[src/rtl/cond_branch_unit.sv]
// Conditional branch resolution unit.
// Holds a compare-flag register {E,G,L} with a valid bit, accepts one branch
// request at a time, resolves it against the flags and returns taken/pc_next
// through a valid/ready result handshake.
module cond_branch_unit #(
    parameter int unsigned WIDTH = 16
) (
    input  logic             clk,
    input  logic             rst,
    // Flag register write port
    input  logic             flag_we,
    input  logic             equal,
    input  logic             greater,
    input  logic             less,
    // Branch request
    input  logic             br_valid,
    output logic             br_ready,
    input  logic [2:0]       br_cond,
    input  logic [WIDTH-1:0] pc,
    input  logic [WIDTH-1:0] br_target,
    // Branch result
    output logic             res_valid,
    input  logic             res_ready,
    output logic             taken,
    output logic [WIDTH-1:0] pc_next,
    // Error reporting
    output logic             cond_err,
    output logic             flag_err
);

    // FSM encoding
    localparam logic [1:0] StIdle = 2'd0;
    localparam logic [1:0] StEval = 2'd1;
    localparam logic [1:0] StWait = 2'd2;
    localparam logic [1:0] StResp = 2'd3;

    // Condition codes
    localparam logic [2:0] CondAl  = 3'b000;
    localparam logic [2:0] CondEq  = 3'b001;
    localparam logic [2:0] CondNe  = 3'b010;
    localparam logic [2:0] CondGt  = 3'b011;
    localparam logic [2:0] CondLt  = 3'b100;
    localparam logic [2:0] CondGe  = 3'b101;
    localparam logic [2:0] CondLe  = 3'b110;
    localparam logic [2:0] CondRsv = 3'b111;

    logic [1:0]       state_q, state_d;
    logic [2:0]       flags_q, flags_d;      // {E,G,L}
    logic             fv_q, fv_d;
    logic             flag_err_q, flag_err_d;
    logic [2:0]       cond_q, cond_d;
    logic [WIDTH-1:0] pc_q, pc_d;
    logic [WIDTH-1:0] target_q, target_d;
    logic             taken_q, taken_d;
    logic [WIDTH-1:0] pc_next_q, pc_next_d;

    logic [2:0]       flags_in;
    logic             flags_onehot;
    logic             accept;
    logic             no_flags_needed;
    logic             resolve;
    logic             cond_true;

    // Evaluate a condition code against the {E,G,L} flags.
    function automatic logic eval_cond(input logic [2:0] cond, input logic [2:0] flags);
        logic e, g, l;
        e = flags[2];
        g = flags[1];
        l = flags[0];
        unique case (cond)
            CondAl:  eval_cond = 1'b1;
            CondEq:  eval_cond = e;
            CondNe:  eval_cond = !e;
            CondGt:  eval_cond = g;
            CondLt:  eval_cond = l;
            CondGe:  eval_cond = g | e;
            CondLe:  eval_cond = l | e;
            default: eval_cond = 1'b0;
        endcase
    endfunction

    // Decode of handshake and resolution conditions.
    always_comb begin
        flags_in        = {equal, greater, less};
        flags_onehot    = (flags_in == 3'b100) || (flags_in == 3'b010) ||
                          (flags_in == 3'b001);
        accept          = (state_q == StIdle) && br_valid;
        // AL and the reserved code resolve without consulting the flags.
        no_flags_needed = (cond_q == CondAl) || (cond_q == CondRsv);
        resolve         = ((state_q == StEval) || (state_q == StWait)) &&
                          (no_flags_needed || fv_q);
        cond_true       = eval_cond(cond_q, flags_q);
    end

    // Next-state logic of the request FSM.
    always_comb begin
        state_d = state_q;
        unique case (state_q)
            StIdle: if (br_valid) state_d = StEval;
            StEval: state_d = resolve ? StResp : StWait;
            StWait: if (resolve) state_d = StResp;
            StResp: if (res_ready) state_d = StIdle;
            default: state_d = StIdle;
        endcase
    end

    // Flag register update; only one-hot writes are accepted, others flag an error.
    always_comb begin
        flags_d    = flags_q;
        fv_d       = fv_q;
        flag_err_d = flag_err_q;
        if (flag_we) begin
            if (flags_onehot) begin
                flags_d = flags_in;
                fv_d    = 1'b1;
            end else begin
                flag_err_d = 1'b1;
            end
        end
    end

    // Request fields are captured only on accept and held until the next one.
    always_comb begin
        cond_d   = cond_q;
        pc_d     = pc_q;
        target_d = target_q;
        if (accept) begin
            cond_d   = br_cond;
            pc_d     = pc;
            target_d = br_target;
        end
    end

    // Result registers load in the resolving cycle and hold otherwise.
    always_comb begin
        taken_d   = taken_q;
        pc_next_d = pc_next_q;
        if (resolve) begin
            taken_d   = cond_true;
            pc_next_d = cond_true ? target_q : (pc_q + WIDTH'(1));
        end
    end

    // State registers with asynchronous active-low reset.
    always_ff @(posedge clk or negedge rst) begin
        if (!rst) begin
            state_q    <= StIdle;
            flags_q    <= 3'b000;
            fv_q       <= 1'b0;
            flag_err_q <= 1'b0;
            cond_q     <= 3'b000;
            pc_q       <= '0;
            target_q   <= '0;
            taken_q    <= 1'b0;
            pc_next_q  <= '0;
        end else begin
            state_q    <= state_d;
            flags_q    <= flags_d;
            fv_q       <= fv_d;
            flag_err_q <= flag_err_d;
            cond_q     <= cond_d;
            pc_q       <= pc_d;
            target_q   <= target_d;
            taken_q    <= taken_d;
            pc_next_q  <= pc_next_d;
        end
    end

    // Outputs decoded from registered state.
    always_comb begin
        br_ready  = (state_q == StIdle);
        res_valid = (state_q == StResp);
        taken     = taken_q;
        pc_next   = pc_next_q;
        // Pulses in the resolving cycle only; resolve is itself a single cycle.
        cond_err  = resolve && (cond_q == CondRsv);
        flag_err  = flag_err_q;
    end

endmodule

[config.mk]
export PLATFORM = sky130hd
export DESIGN_NAME = cond_branch_unit
export DESIGN_NICKNAME = d
export VERILOG_FILES = /design/src/rtl/cond_branch_unit.sv
export SDC_FILE = /design/constraint.sdc
export NUM_CORES = 1
export LEC_CHECK = 0
export ABC_AREA = 1
export CAP_MARGIN = 10
export CELL_PAD_IN_SITES_DETAIL_PLACEMENT = 1
export CELL_PAD_IN_SITES_GLOBAL_PLACEMENT = 1
export CORE_MARGIN = 2
export CORE_UTILIZATION = 34
export DETAILED_ROUTE_END_ITERATION = 8
export PLACE_DENSITY = 0.82
export RECOVER_POWER = 100
export REMOVE_ABC_BUFFERS = 1
export SLEW_MARGIN = 20
export SYNTH_ARGS = -nofsm -noshare
export SYNTH_HDL_FRONTEND = slang
export SYNTH_SLANG_ARGS = --single-unit
[constraint.sdc]
create_clock -name clk -period 1.5 [get_ports clk]
set_input_delay 0.375 -clock clk [delete_from_list [all_inputs] [get_ports clk]]
set_output_delay 0.375 -clock clk [all_outputs]
set_load 0.05 [all_outputs]
==> results.md <==
- The mean area per synthesized cell is 8.684 µm².
- Timing would allow up to 583.9 MHz.
- The clock latency at the later pin of the worst-skew pair is 0.34 ns.
- The initial antenna violation count is 0.
- The setup skew after layout is 0.007353 ns.
- Setup repair after global routing could not meet its margin everywhere.
- The die area is 0.009338 mm².
- The first-pass iteration count of the detailed router is 4.
- The via count of the first global-routing pass came to 2983.
- The xor/xnor share of the synthesized area is 2.101%.
- After clock tree synthesis, the clock-pin slew on the worst setup and hold paths is 0.06 ns.
- Traced cell by cell, the critical path runs through inv_2 > ha_4 > nand2_4 > nor2_4 > buf_12.
- Measured against the total synthesized area, the mux share comes to 6.561%.
- The worst hold path belongs to the class reg -> reg.
- After detailed routing, the total wire length is 9836 µm.
- The kind of end point of the critical path is an output port.
- The region available for standard cell placement spans 0.008258 mm².
- Adding up every negative setup slack in the final design gives -1.590 ns.
- The number of placement rows is 33.
- The area fraction in compound gates after synthesis is 6.132%.
- For this configuration, the core starts out at a cell density of 35.33%.
- The floorplan die width is 96.64 µm.
- In the final design database the tool counted 486 nets.
- Setup violations remaining at the end of the flow were counted as 32.
- The H-tree was split into 3 levels.
- The count of nets left with antenna violations once routing finished came out at 0.
- The die boundary height is 96.64 µm.
- The worst max-slew margin expressed relative to the limit is 39.66%.
- The worst path setup slack after routing is -0.2127 ns.
- The synthesis-to-finish area growth is 56.48%.
- The relative contribution of sequential cells to total power is 25.0%.
- Dividing the detail-routed wire length by the instance count gives 18.01 µm.
- With fillers left out, the area of the finished cells amounts to 0.004566 mm².
- In the synthesized netlist, the number of instances is 336.
- Combinational logic is responsible for 62.8% of the overall power.
- The clock passes through at most 2 buffers.
- The boundary pin count is 64.
- The wire-length estimate of the detail-placed layout is 6294 µm.
- The data arrival time at the worst-slack endpoint is 1.34 ns.
- The post-route DRC violation count is 0.
- In the post-synthesis netlist, the biggest area contributors are sky130_fd_sc_hd__dfrtp_1 (51%), sky130_fd_sc_hd__nand2_1 (10%), sky130_fd_sc_hd__nand3_1 (7.4%).
- The reported net switching power is 5.559 mW.
- The final max-slew violation count is 0.
- The number of port buffers is 63.
- The number of antenna diodes in the final layout is 0.
- Counting flops and latches in the post-synthesis netlist gives 59.
- Summing the areas of all fa, ha and maj instances in the mapped netlist gives 2.144% of the synthesized area.
- The share of post-route cells with drive strength above 1 is 30.84%.
- Summed over all layers, the global routing overflow is 0.
- The largest single stage delay on the critical path is 0.37 ns.
- In this run the worst path has a maximum fanout of 2.
- The overall power is 12.40 mW.
- The total track usage is 19.43%.
- In the routed layout, each cell is associated on average with a via count of 5.044.
- In this run the cell area measured after placement is 0.004078 mm².
- The first routing iteration left 94 violations.
- The share of total power dissipated in the clock network is 12.2%.
- Cell internal power was estimated by the tool at 6.839 mW.
- The cell accounting for the most synthesized area is sky130_fd_sc_hd__dfrtp_1.
- Along the worst hold path, the cell count comes to 1.
- The pin slew with the least headroom to its limit is 0.9051 ns.
- The maximum number of pins on one net before global-route repair is 35.
- The worst setup path category is reg -> out.
- The synthesized netlist occupies a cell area of 0.002918 mm².
- The checks that failed: setup timing.
- After synthesis, the largest area contributor takes up 50.60% of total cell area.
- For this design the static power due to leakage is 2.145 nW.
- The first global-routing pass estimated 14520 µm of wire.
- The number of hold violations in the final report was 0.
- The final RePlAce weighted congestion is 0.8432.
- The sequential area share after synthesis is 50.60%.
- The basic-gate share of the synthesized area counting and, or, nand and nor cells is 25.51%.
- The total via count in the routed design is 2754.
- The slowest stage of the critical path belongs to the cell sky130_fd_sc_hd__dfrtp_1.
- The worst path in the final design needs a cycle of 1.713 ns, including I/O delays and setup.
- Net switching is 44.84% of the power.
- The cell chosen for the clock root is sky130_fd_sc_hd__clkbuf_8.
- The total power per unit cell area is 2716 mW/mm².
- The main combinational cell family by area after synthesis is simple AND/OR/NAND/NOR gates.
- The Yosys warning count is 0.
- Max-cap violations in this run came to 0.
- The critical path data required time is 1.12 ns.
- The number of buffers created by CTS is 9.
- The maximum vdd drop is 0.001202 V.
- The final worst hold slack is 0.5064 ns.
- The startpoint class of the critical path is a flop.
- The total number of clock tree sinks is 59.
- TritonCTS built the clock tree.
- After layout, the worst path uses 114.2% of the clock period.
- The number of different library cells in the post-synthesis netlist is 22.
- The number of cells on the worst reg-to-reg path is 9.
- The run finished, with violations left.
cell type report:
class	count	area [µm²]
multi-input cells	233	1403
clock inverters	2	35.03
inverters	34	132.6
well taps	105	131.4
flip-flops and latches	59	1480
clock buffers	12	165.2
fillers	918	3692
repair buffers	101	1219
cells in the mapped netlist:
library cell and number:
sky130_fd_sc_hd__o21bai_1 1, sky130_fd_sc_hd__inv_1 34, sky130_fd_sc_hd__o21ai_0 10, sky130_fd_sc_hd__nand4_1 4, sky130_fd_sc_hd__dfrtp_1 59, sky130_fd_sc_hd__nand3_1 43, sky130_fd_sc_hd__xor2_1 5, sky130_fd_sc_hd__nand2_4 2
sky130_fd_sc_hd__nor2_4 1, sky130_fd_sc_hd__buf_6 4, sky130_fd_sc_hd__a21oi_1 23, sky130_fd_sc_hd__buf_2 3, sky130_fd_sc_hd__o22ai_1 1, sky130_fd_sc_hd__nor2_2 2, sky130_fd_sc_hd__buf_4 1, sky130_fd_sc_hd__ha_1 5
sky130_fd_sc_hd__nand2_1 81, sky130_fd_sc_hd__clkbuf_1 2, sky130_fd_sc_hd__nor2_1 33, sky130_fd_sc_hd__xnor2_1 2, sky130_fd_sc_hd__mux2_2 17, sky130_fd_sc_hd__nand3_2 3
metrics by stage:
step,util (%),std cells,worst slack [ns]
after CTS,53.17,539,-0.2330
final,55.29,546,-0.2127
after global routing,55.29,546,-0.2632
after detailed placement,49.38,521,-0.1978
after global placement,49.38,521,-0.1015
after floorplan,-,326,-1.003
placed cells by master (no fill, tap or decap), types with 4 or more instances in the layout:
| cell | instances |
|---|---|
| sky130_fd_sc_hd__nand2_1 | 68 |
| sky130_fd_sc_hd__dfrtp_1 | 56 |
| sky130_fd_sc_hd__clkdlybuf4s50_1 | 41 |
| sky130_fd_sc_hd__nand3_1 | 35 |
| sky130_fd_sc_hd__nor2_1 | 29 |
| sky130_fd_sc_hd__inv_1 | 27 |
| sky130_fd_sc_hd__buf_12 | 24 |
| sky130_fd_sc_hd__buf_4 | 23 |
| sky130_fd_sc_hd__a21oi_1 | 22 |
| sky130_fd_sc_hd__mux2_2 | 17 |
| sky130_fd_sc_hd__nand2_2 | 12 |
| sky130_fd_sc_hd__clkbuf_8 | 12 |
| sky130_fd_sc_hd__nand3_2 | 9 |
| sky130_fd_sc_hd__buf_6 | 9 |
| sky130_fd_sc_hd__o21ai_0 | 6 |
| sky130_fd_sc_hd__inv_2 | 5 |
| sky130_fd_sc_hd__nor2_4 | 5 |
| sky130_fd_sc_hd__xor2_1 | 5 |
| sky130_fd_sc_hd__o21ai_1 | 4 |
| sky130_fd_sc_hd__nand4_1 | 4 |
worst max-delay path, delay by kind of cell, from the launching register on:
kind / cells / cell delay [ns]
DFF: 1 / 0.37
adders and majority gates: 1 / 0.27
buffers and inverters: 2 / 0.20
and+or+nand+nor: 2 / 0.16
final timing paths:
path,start,endpoint,slack (ns)
setup / recovery,state_q[0]$_DFFE_PN0P_,cond_err,-0.21
hold / removal,target_q[6]$_DFFE_PN0P_,target_q[6]$_DFFE_PN0P_,0.51
setup reg to reg,state_q[0]$_DFFE_PN0P_,pc_next[7]$_DFFE_PN0P_,-0.09
hold reg to reg,target_q[6]$_DFFE_PN0P_,target_q[6]$_DFFE_PN0P_,0.51
max in group asynchronous,rst,pc_next[1]$_DFFE_PN0P_,0.10
min in group asynchronous,rst,pc_q[0]$_DFFE_PN0P_,0.67
timing repair:
| item | in CTS | in global routing |
|---|---|---|
| endpoints found under the setup margin | 5 | 25 |
| pin swaps | 6 | 12 |
| gates cloned | 0 | 2 |
| hold buffers | 1 | 0 |
| setup buffers | 4 | 10 |
| hold endpoints to repair | 12 | 0 |
| resized for setup | 26 | 40 |
per-layer routing:
| layer | wire length (µm) | vias up | GRT usage [%] | share of wire, % |
|---|---|---|---|---|
| met2 | 5250 | 64 | 35.68 | 53 |
| met1 | 3963 | 1378 | 22.55 | 40 |
| met4 | 304 | 0 | 6.609 | 3.1 |
| met3 | 319 | 22 | 3.685 | 3.2 |
| li1 | - | 1290 | - | - |
| met5 | 0 | - | 0 | 0 |
cells by family (layout without fill, tap and decap cells):
kind of cell    after synthesis  after routing
compound gates               35             35
xor+xnor                      7              7
fa+ha+maj                     5              5
buf+inv                      44            149
flops                        59             59
mux                          17             17
simple gates                169            169
flip-flops by register name, summed over array words and instances, names as in the netlist:
register,count
state_q,2
pc_next,16
fv_q,1
pc_q,16
cond_q,3
taken,1
flags_q,3
flag_err,1
target_q,16
power groups by stage:
stage / combinational [mW] / clock (mW) / sequential [mW]
3_3_place_gp: 6.22 / 0 / 2.96
3_5_place_dp: 6.53 / 0 / 3.01
6_report: 7.79 / 1.51 / 3.10
4_1_cts: 6.99 / 1.52 / 3.01
2_1_floorplan: 2.73 / 0 / 3.59
5_1_grt: 8.33 / 1.60 / 3.18
(Power assumes the default switching activity.)
